$ cat config.mk
export PLATFORM = sky130hd
export DESIGN_NAME = counter_bank
export DESIGN_NICKNAME = d
export VERILOG_FILES = /design/src/rtl/counter_bank.sv
export SDC_FILE = /design/constraint.sdc
export NUM_CORES = 1
export LEC_CHECK = 0
export CAP_MARGIN = 30
export CORE_ASPECT_RATIO = 0.8
export CORE_MARGIN = 2
export CORE_UTILIZATION = 50
export CTS_CLUSTER_SIZE = 16
export DETAILED_ROUTE_END_ITERATION = 6
export PLACE_DENSITY = 0.67
export SETUP_SLACK_MARGIN = 0.02
export SLEW_MARGIN = 20
export SYNTH_ARGS = -nofsm -noshare
export SYNTH_HDL_FRONTEND = slang
export SYNTH_SLANG_ARGS = --single-unit
$ cat constraint.sdc
create_clock -name sys_clk -period 2.98 [get_ports sys_clk]
set_clock_uncertainty 0.1 [all_clocks]
set_input_delay 0.894 -clock sys_clk [delete_from_list [all_inputs] [get_ports sys_clk]]
set_output_delay 0.894 -clock sys_clk [all_outputs]
set_load 0.05 [all_outputs]
$ cat src/rtl/counter_bank.sv
// Bank of NCH up/down counters with sticky terminal-count flags.
// Live counts are only observable through an atomically captured shadow bank.
module counter_bank #(
    parameter int NCH   = 4,
    parameter int WIDTH = 32,
    parameter int SAT   = 0
) (
    input  logic             sys_clk,
    input  logic             reset_n,
    input  logic [NCH-1:0]   trig_reset,
    input  logic [NCH-1:0]   trig_load,
    input  logic [NCH-1:0]   trig_up,
    input  logic [NCH-1:0]   trig_down,
    input  logic [NCH-1:0]   run_en,
    input  logic [WIDTH-1:0] load_value,
    input  logic             snap,
    input  logic             clr_flags,
    input  logic [2:0]       rd_ch,
    input  logic [1:0]       rd_word,
    output logic [15:0]      rd_data,
    output logic             snap_done,
    output logic [NCH-1:0]   tc
);

    localparam int               NWORD    = WIDTH / 16;
    localparam logic [WIDTH-1:0] ALL_ONES = {WIDTH{1'b1}};
    localparam logic [WIDTH-1:0] ZERO     = {WIDTH{1'b0}};
    localparam logic [WIDTH-1:0] ONE      = {{(WIDTH-1){1'b0}}, 1'b1};

    logic [WIDTH-1:0] r_count  [NCH];
    logic [WIDTH-1:0] r_shadow [NCH];
    logic [NCH-1:0]   r_tc;
    logic [15:0]      r_rd_data;
    logic             r_snap_done;

    logic [WIDTH-1:0] w_count_nxt [NCH];
    logic [NCH-1:0]   w_inc;
    logic [NCH-1:0]   w_dec;
    logic [NCH-1:0]   w_tc_set;
    logic [NCH-1:0]   w_tc_nxt;
    logic [15:0]      w_words [8][4];

    assign w_inc = trig_up | run_en;
    assign w_dec = trig_down;

    // Per-channel next count and flag: reset > load > inc/dec, overflow raises the flag.
    always_comb begin
        for (int i = 0; i < NCH; i++) begin
            w_count_nxt[i] = r_count[i];
            w_tc_set[i]    = 1'b0;
            w_tc_nxt[i]    = r_tc[i];
            if (trig_reset[i]) begin
                w_count_nxt[i] = ZERO;
            end else if (trig_load[i]) begin
                w_count_nxt[i] = load_value;
            end else if (w_inc[i] && !w_dec[i]) begin
                if (r_count[i] == ALL_ONES) begin
                    w_tc_set[i]    = 1'b1;
                    w_count_nxt[i] = (SAT != 0) ? ALL_ONES : ZERO;
                end else begin
                    w_count_nxt[i] = r_count[i] + ONE;
                end
            end else if (w_dec[i] && !w_inc[i]) begin
                if (r_count[i] == ZERO) begin
                    w_tc_set[i]    = 1'b1;
                    w_count_nxt[i] = (SAT != 0) ? ZERO : ALL_ONES;
                end else begin
                    w_count_nxt[i] = r_count[i] - ONE;
                end
            end else begin
                w_count_nxt[i] = r_count[i];
            end

            if (trig_reset[i]) begin
                w_tc_nxt[i] = 1'b0;
            end else if (w_tc_set[i]) begin
                w_tc_nxt[i] = 1'b1;
            end else if (clr_flags) begin
                w_tc_nxt[i] = 1'b0;
            end else begin
                w_tc_nxt[i] = r_tc[i];
            end
        end
    end

    // Full 8x4 word map so out-of-range selects read as zero without partial indexing.
    for (genvar gi = 0; gi < 8; gi++) begin : g_rd_ch
        for (genvar gj = 0; gj < 4; gj++) begin : g_rd_word
            if ((gi < NCH) && (gj < NWORD)) begin : g_live
                assign w_words[gi][gj] = r_shadow[gi][16*gj +: 16];
            end else begin : g_zero
                assign w_words[gi][gj] = 16'h0000;
            end
        end
    end

    // Counter and shadow state; shadows take the pre-update counts.
    always_ff @(posedge sys_clk or negedge reset_n) begin
        if (!reset_n) begin
            for (int i = 0; i < NCH; i++) begin
                r_count[i]  <= ZERO;
                r_shadow[i] <= ZERO;
            end
        end else begin
            for (int i = 0; i < NCH; i++) begin
                r_count[i] <= w_count_nxt[i];
                if (snap) begin
                    r_shadow[i] <= r_count[i];
                end
            end
        end
    end

    // Registered flags and readback outputs.
    always_ff @(posedge sys_clk or negedge reset_n) begin
        if (!reset_n) begin
            r_tc        <= {NCH{1'b0}};
            r_snap_done <= 1'b0;
            r_rd_data   <= 16'h0000;
        end else begin
            r_tc        <= w_tc_nxt;
            r_snap_done <= snap;
            r_rd_data   <= w_words[rd_ch][rd_word];
        end
    end

    assign rd_data   = r_rd_data;
    assign snap_done = r_snap_done;
    assign tc        = r_tc;

endmodule

After elaboration in Yosys (flattened, before gate mapping)
Index checks and enable logic that the tools add are counted.

storage, ports and cells
  register bits after elaboration = 277
  output and inout bits = 21

operators by class
  $add $sub $neg = 8
  $lt $le $gt $ge = 2
  equality and inequality tests = 4
  multiplexer cells = 63
  bitwise gates (word level) = 3
  reductions and logical operators = 28

operators by type and width
  operator                                                              count
  32-bit two-way mux                                                    24
  64-bit binary-select mux with 3-bit select                            1
  32-bit by 1-bit adder with 32-bit output, second input constant       4
  32-bit equality test, second input constant                           4
  32-bit zero test                                                      4
  64-bit two-way mux                                                    2
  32-bit by 1-bit subtractor with 32-bit output, second input constant  4
  1-bit two-way mux                                                     33
  16-bit binary-select mux with 2-bit select                            1
  16-bit two-way mux                                                    2
  4-bit nonzero test                                                    4
  3-bit nonzero test                                                    4
  1-bit logical AND                                                     8
  1-bit zero test                                                       8
  4-bit >= comparator, second input constant                            1
  3-bit inverter with 4-bit output                                      1
  4-bit bitwise OR                                                      1
  3-bit >= comparator, second input constant                            1
  2-bit inverter with 3-bit output                                      1

Depth between registers and ports, before layout
Gate-level depths: netlist (run 1).

  depth after elaboration = 9
  mapped depth = 11
  gate-level depth less buffers = 8

Worst setup path after synthesis (run 1)
OpenSTA, ideal clock, no wires.

  path kind = input to register
  start point = input run_en[3]
  end point = register r_count[19] (netlist bit)
  library setup time = 0.095 ns
  data arrival time = 3.066 ns
  data required time = 2.785 ns
  setup slack = -0.282 ns
  stages = 9
  path through = or2_2 -> ha_1 -> clkbuf_1 -> inv_1 -> clkbuf_1 -> nor3_1 -> clkbuf_1 -> a22oi_1 -> o31ai_1

on the way
  word-level cells in the longest chain between the ends = 5

ends and longest elaborated chain
  what                           RTL line  text
  start, declared                14        input logic [NCH-1:0] run_en,
  4-bit bitwise OR (*)           43        assign w_inc = trig_up | run_en;
  1-bit logical AND              56        end else if (w_inc[i] && !w_dec[i]) begin
  32-bit two-way mux             56
  32-bit two-way mux             54        end else if (trig_load[i]) begin
  32-bit two-way mux             52        if (trig_reset[i]) begin
  end signal, assigned by index  106       r_count[i] <= w_count_nxt[i];
  end, declared                  30        logic [WIDTH-1:0] r_count [NCH];

Every way passes the cells marked *; elsewhere a longest branch is shown, timed or not.
A chain may end at the register's enable or synchronous reset.

Worst setup path after layout (run 1)
  start point = register r_count[86] (netlist bit)
  end point = register r_count[84] (netlist bit)

on the way
  word-level cells in the longest chain between the ends = 6

ends and longest elaborated chain
  what                    RTL line  text
  32-bit zero test        64        if (r_count[i] == ZERO) begin
  32-bit two-way mux      64
  32-bit two-way mux      63        end else if (w_dec[i] && !w_inc[i]) begin
  32-bit two-way mux (*)  56
  32-bit two-way mux (*)  54
  32-bit two-way mux (*)  52

Every way passes the cells marked *; elsewhere a longest branch is shown, timed or not. The select of a mux whose other input is x is not followed.

==> flow_summary.json, run 1 <==
{
  "ys_seq_area_share_pct": 36.00,
  "violations": "negative setup slack",
  "dpl_worst_slack_ns": -0.4000,
  "crit_type": "flop to flop",
  "synth_area_um2": 19260,
  "clockRootBuffer": "clkbuf_16",
  "route.detailed.drc": 0,
  "clk_latency_ns": 0.60,
  "clockBufferDepth": 3,
  "rrSetupSlack_ns": -0.006,
  "rsz0062_at_grt": "true",
  "fp-row-count": 64,
  "grt_overflow": 0,
  "worstReg2RegStart": "r_count[86]",
  "relSlewSlack_pct": 44.60,
  "clk_pin_slew_ns": 0.07,
  "fin_crit_sh_pct": 100.2,
  "core-area_um2": 38120,
  "timing.fmax_mhz": 334.9,
  "ir_worst_vdd_mv": 0.4682,
  "critPathRequiredTime_ns": 3.37,
  "hpwlAfterDp_um": 59500,
  "hold_buffers": 0,
  "crit_path_start": "r_count[86]",
  "drt_iter0_drc": 2540,
  "antenna_found_initial": 6,
  "place_congestion": 1.023,
  "finalNetCount": 2418,
  "p_leak_uw": 0.009790,
  "start_util_pct": 50.52,
  "grt_pass1_wl_um": 121400,
  "layout-drive-gt1-share_pct": 25.44,
  "final_cell_area_um2": 23660,
  "maxSlewViolCount": 0,
  "postRouteAntennaNets": 0,
  "synthFlopType": "dfrtp_1",
  "wl_per_cell_um": 28.23,
  "dp_cells": 2793,
  "power.total_uw": 11630,
  "async_flop_share_pct": 100.0,
  "dieArea_um2": 40110,
  "p_per_area_nw_per_um2": 491.3,
  "grt_pass1_vias": 18770,
  "vias": 19790,
  "wl_um": 80700,
  "die_h_um": 179.5,
  "synthCells": 2135,
  "synth_edf_count": 0,
  "drtPass1Iterations": 6,
  "synth.avg_cell_area_um2": 9.020,
  "io_pins": 82,
  "synth_nets": 2216,
  "finalSetupViolCount": 1,
  "min_period_ns": 2.986,
  "hold_path.class": "input port to async pin",
  "yosysUniqueCellTypes": 84,
  "dpl_cell_area_um2": 22440,
  "critPathMaxFanout": 13,
  "nFillCells": 3271,
  "end_kind": "flop",
  "ys_warn_count": 0,
  "htreeDepth": 1,
  "cp.arrival_ns": 3.37,
  "grt_usage_pct": 39.82,
  "fin_cells": 2859,
  "clock_sinks": 277,
  "synthToLayoutAreaGrowth_pct": 22.88,
  "numCtsBuffers": 31,
  "drv_cap": 0,
  "grt_max_degree": 67,
  "cts_tree": "yes",
  "die_w_um": 223.4,
  "fin_ws_ns": -0.006187,
  "portBuffers": 81,
  "outcome": "finished, violations left",
  "fin_tns_setup_ns": -0.006187,
  "viasPerCell": 6.920,
  "startpoint_type": "flop",
  "tightest_slew_ns": 0.8284,
  "finalHoldViolCount": 0,
  "ys_ff_latch": 277
}
## final timing paths
path / endpoint / cells after the start
max: r_count[84] / 7
min: r_count[92] / 1
max reg2reg: r_count[84] / 7
min reg2reg: tc[3] / 2
max in group asynchronous: r_shadow[6] / 2
min in group sys_clk: tc[3] / 2
## layout make-up
type / instances / area (um2) / area share, %
Tap cell: 495 / 619.3 / 2.617
Inverter: 56 / 210.2 / 0.8883
Antenna cell: 2 / 5.005 / 0.02115
Sequential cell: 277 / 6932 / 29.29
Multi-Input combinational cell: 1570 / 11400 / 48.17
Timing Repair Buffer: 401 / 3461 / 14.62
Clock inverter: 19 / 182.7 / 0.7720
Clock buffer: 39 / 855.8 / 3.617
## per-stage QoR
step	hold slack [ns]	util [%]
floorplan	0.3752	-
global placement	0.3806	58.86
detailed placement	0.3885	58.86
CTS	0.1348	61.71
global route	0.1536	62.07
finish	0.1168	62.08
## flip-flops by register name (all words and copies together), names as in the netlist
| signal | flops |
|---|---|
| tc | 4 |
| r_shadow | 128 |
| r_count | 128 |
| rd_data | 16 |
| snap_done | 1 |
## per-layer routing
| layer | share of wire (%) | global-route usage [%] | vias to the layer above | wire (um) |
|---|---|---|---|---|
| met5 | 0.092 | 0 | - | 74 |
| met4 | 4.6 | 15.52 | 10 | 3740 |
| met3 | 12 | 11.00 | 200 | 10010 |
| met2 | 42 | 57.06 | 1272 | 33580 |
| met1 | 41 | 57.05 | 9730 | 33300 |
| li1 | - | - | 8573 | - |
## Yosys cell counts (11+ instances only)
| library cell | instances | area share [%] |
|---|---|---|
| a221o_1 | 27 | 1.4 |
| ha_1 | 20 | 1.3 |
| buf_1 | 20 | 0.39 |
| dfrtp_1 | 277 | 36 |
| a221oi_1 | 15 | 0.68 |
| and3_1 | 30 | 0.97 |
| or4_1 | 24 | 0.94 |
| or2_2 | 14 | 0.45 |
| nor2_1 | 124 | 2.4 |
| or3_1 | 39 | 1.3 |
| o21a_1 | 17 | 0.66 |
| a31oi_1 | 22 | 0.71 |
| nand2_1 | 117 | 2.3 |
| o21ai_0 | 98 | 2.5 |
| nand3_1 | 77 | 2.0 |
| a22oi_1 | 67 | 2.6 |
| o211ai_1 | 16 | 0.62 |
| a21o_1 | 14 | 0.55 |
| o22ai_1 | 11 | 0.36 |
| and2_1 | 16 | 0.52 |
| and4_1 | 23 | 1.0 |
| inv_1 | 56 | 1.1 |
| xor2_1 | 19 | 0.86 |
| mux2i_1 | 31 | 1.6 |
| xnor2_1 | 23 | 1.0 |
| a211oi_1 | 11 | 0.43 |
| nor4_1 | 64 | 2.1 |
| nand4_1 | 57 | 1.9 |
| mux4_2 | 32 | 3.7 |
| o31ai_1 | 43 | 1.7 |
| a21oi_1 | 102 | 2.7 |
| mux2_2 | 130 | 7.6 |
| nand2b_1 | 13 | 0.42 |
| clkbuf_1 | 200 | 3.9 |
| nor3_1 | 82 | 2.1 |
## placed cells by master, fill, tap and decap left out, drive strengths merged, types with 70 or more instances in the layout
master,count
buf,323
dfrtp,277
mux2,130
nor2,124
nand2,117
a21oi,103
o21ai,101
nor3,83
clkdlybuf4s50,78
nand3,77
nor4,70
## repair_timing
item                                    in CTS  in global routing
setup buffers                                0                  6
endpoints found under the setup margin      16                 29
pin swaps                                    1                  2
resized for setup                            6                 16
## worst max-delay path, stage by stage (launching register included)
cell and delay, ns:
dfrtp_1 0.38, or4_1 0.60, or3_4 0.45, or4_4 0.69
nand2_1 0.16, buf_4 0.17, o2bb2ai_1 0.08, o31ai_1 0.25
## report_power, final
| group | internal, uW | switching (uW) | total, uW |
|---|---|---|---|
| Combinational | 1340 | 1780 | 3130 |
| Sequential | 4100 | 423 | 4520 |
| Clock | 2230 | 1750 | 3980 |
## logic make-up (layout without fill, tap and decap cells)
group	count (synthesis)	in the layout	share of synthesized area, %
and+or+nand+nor	740	740	21.10
other	0	2	0
adders and majority gates	20	20	1.299
muxes	193	193	12.96
xor gates and xnor gates	42	42	1.910
buffers and inverters	288	515	5.757
AOI/OAI and AO/OA	575	575	20.99
DFF	277	277	36.00
No activity file was read; power rests on OpenSTA's default activity.
==> run 2: changes to the inputs <==
- CORE_MARGIN: 2 -> 5
- RECOVER_POWER: not set -> 50
- TNS_END_PERCENT: not set -> 30
==> run 2 against run 1 <==
The flow finishes with violations (max-capacitance violations, max-slew violations). Via count decreased by 0.72%. Sequential share of layout area grew 0.11 points. Design area down 0.37%. Final cell count rose by 0.10%. Clock-buffer cell count fell by 3. Clock power up 5%. Worst setup slack better by 0.12 ns. Critical endpoint is now r_count[124].
==> flow_summary.json, run 2 (synthesis results as in run 1) <==
{
  "outcome": "finished, violations left",
  "violations": "max-capacitance violations, max-slew violations",
  "layout-drive-gt1-share_pct": 25.14,
  "core-area_um2": 38120,
  "cp.arrival_ns": 3.28,
  "die_w_um": 229.4,
  "p_sw_share_pct": 33.25,
  "clockRootBuffer": "clkbuf_16",
  "maxSlewViolCount": 35,
  "worstPathCellList": "inv_1 > buf_4 > ha_1 > or3b_4 > nor3_1 > and2_0 > or3b_2 > a221o_1 > o211ai_1",
  "finalHoldViolCount": 0,
  "postRouteAntennaNets": 0,
  "clock_sinks": 277,
  "clk_latency_ns": 0.60,
  "rsz0062_at_grt": "false",
  "portBuffers": 81,
  "clockBufferDepth": 3,
  "min_period_ns": 2.867,
  "grt_usage_pct": 36.31,
  "critPathRequiredTime_ns": 3.39,
  "route.detailed.drc": 0,
  "die_h_um": 185.5,
  "clk_pin_slew_ns": 0.07,
  "final_common_cell": "buf_4",
  "timing.fmax_mhz": 348.8,
  "fp-row-count": 64,
  "hold_buffers": 0,
  "dieArea_um2": 42560,
  "ir_worst_vdd_mv": 0.4523,
  "cts_tree": "yes",
  "cpMaxStageDelayCell": "or3b_2",
  "dpl_worst_slack_ns": -0.4494,
  "dpl_cell_area_um2": 22450,
  "finalNetCount": 2420,
  "fin_crit_sh_pct": 96.22,
  "wl_per_cell_um": 27.57,
  "place_congestion": 1.041,
  "power_frac_seq_pct": 38.5,
  "crit_type": "flop to flop",
  "p_per_area_nw_per_um2": 498.6,
  "internal-power_uw": 7847,
  "final_util_pct": 61.85,
  "antenna_found_initial": 4,
  "path_buf_inv": 2,
  "tightest_slew_ns": 2.292,
  "hold-worst-slack_ns": 0.4081,
  "max_stage_delay_ns": 0.46,
  "comb_power_share_pct": 26.1,
  "final_cell_area_um2": 23580,
  "critPathMaxFanout": 3,
  "wl_um": 78900,
  "fin_ws_ns": 0.1126,
  "drt_iter0_drc": 2655,
  "grt_pass1_vias": 18460,
  "nFillCells": 3244,
  "viasPerCell": 6.863,
  "finalSetupViolCount": 0,
  "drv_cap": 1,
  "p_sw_uw": 3909,
  "htreeDepth": 1,
  "startpoint_type": "flop",
  "grt_overflow": 0,
  "hold_path.class": "flop to flop",
  "start_util_pct": 50.52,
  "hpwlAfterDp_um": 58520,
  "vias": 19640,
  "end_kind": "flop",
  "grt_max_degree": 86,
  "grt_pass1_wl_um": 118800,
  "mostFrequentLayoutCells": "301 x buf_4, 277 x dfrtp_1, 129 x mux2_2",
  "synthToLayoutAreaGrowth_pct": 22.43,
  "numCtsBuffers": 30,
  "pwr-share-clk_pct": 35.4,
  "drtPass1Iterations": 5,
  "relSlewSlack_pct": -52.79,
  "p_leak_uw": 0.009771,
  "path_delay_family": "simple AND/OR/NAND/NOR gates",
  "io_pins": 82
}
[run 2: layout make-up]
class	count	area, um2	area share [%]
Clock inverter	20	255.2	1.083
Inverter	56	210.2	0.8916
Antenna cell	4	10.01	0.04246
Multi-Input combinational cell	1570	11340	48.10
Sequential cell	277	6932	29.40
Clock buffer	36	824.5	3.497
Tap cell	495	619.3	2.627
Timing Repair Buffer	404	3385	14.36
[run 2: timing repair]
| action | CTS | global route |
|---|---|---|
| setup endpoints to repair | 14 | 17 |
| pin swaps | 1 | 3 |
| gates resized for setup | 4 | 11 |
| setup buffers | 0 | 6 |
[run 2: metal layers]
| layer | GRT usage (%) | up-vias | wire length (um) |
|---|---|---|---|
| li1 | - | 8592 | - |
| met1 | 51.71 | 9578 | 32780 |
| met2 | 52.02 | 1248 | 32300 |
| met3 | 9.456 | 221 | 9334 |
| met4 | 16.90 | 4 | 4452 |
| met5 | 0 | - | 26 |
[run 2: worst paths after layout]
| check | from | to | slack [ns] | cells after the start |
|---|---|---|---|---|
| hold / removal | tc[3] | tc[3] | 0.41 | 2 |
| min in group asynchronous | reset_n | r_count[94] | 0.88 | 1 |
| setup / recovery | r_count[96] | r_count[124] | 0.11 | 9 |
| hold reg to reg | tc[3] | tc[3] | 0.41 | 2 |
| setup reg to reg | r_count[96] | r_count[124] | 0.11 | 9 |
| max in group asynchronous | reset_n | r_count[51] | 0.37 | 3 |
[run 2: power by group through the flow]
stage	Combinational (uW)	Clock, uW	Sequential (uW)
6_report	3060	4160	4530
5_1_grt	3270	4370	4540
4_1_cts	2990	4210	4500
3_5_place_dp	2970	0	4570
3_3_place_gp	2930	0	4560
2_1_floorplan	1760	0	4350
[run 2: worst reg2reg max path, cell delays in order, from the launching register on]
cell      delay (ns)
dfrtp_1         0.44
inv_1           0.11
buf_4           0.13
ha_1            0.18
or3b_4          0.42
nor3_1          0.25
and2_0          0.22
or3b_2          0.46
a221o_1         0.39
o211ai_1        0.10
[run 2: through the flow]
step / power, uW / setup TNS (ns) / std cells
floorplan: 6106 / -0.01775 / 2135
global placement: 7489 / -19.74 / 2796
detailed placement: 7536 / -23.16 / 2796
CTS: 11700 / 0 / 2852
global route: 12180 / 0 / 2858
finish: 11760 / 0 / 2862
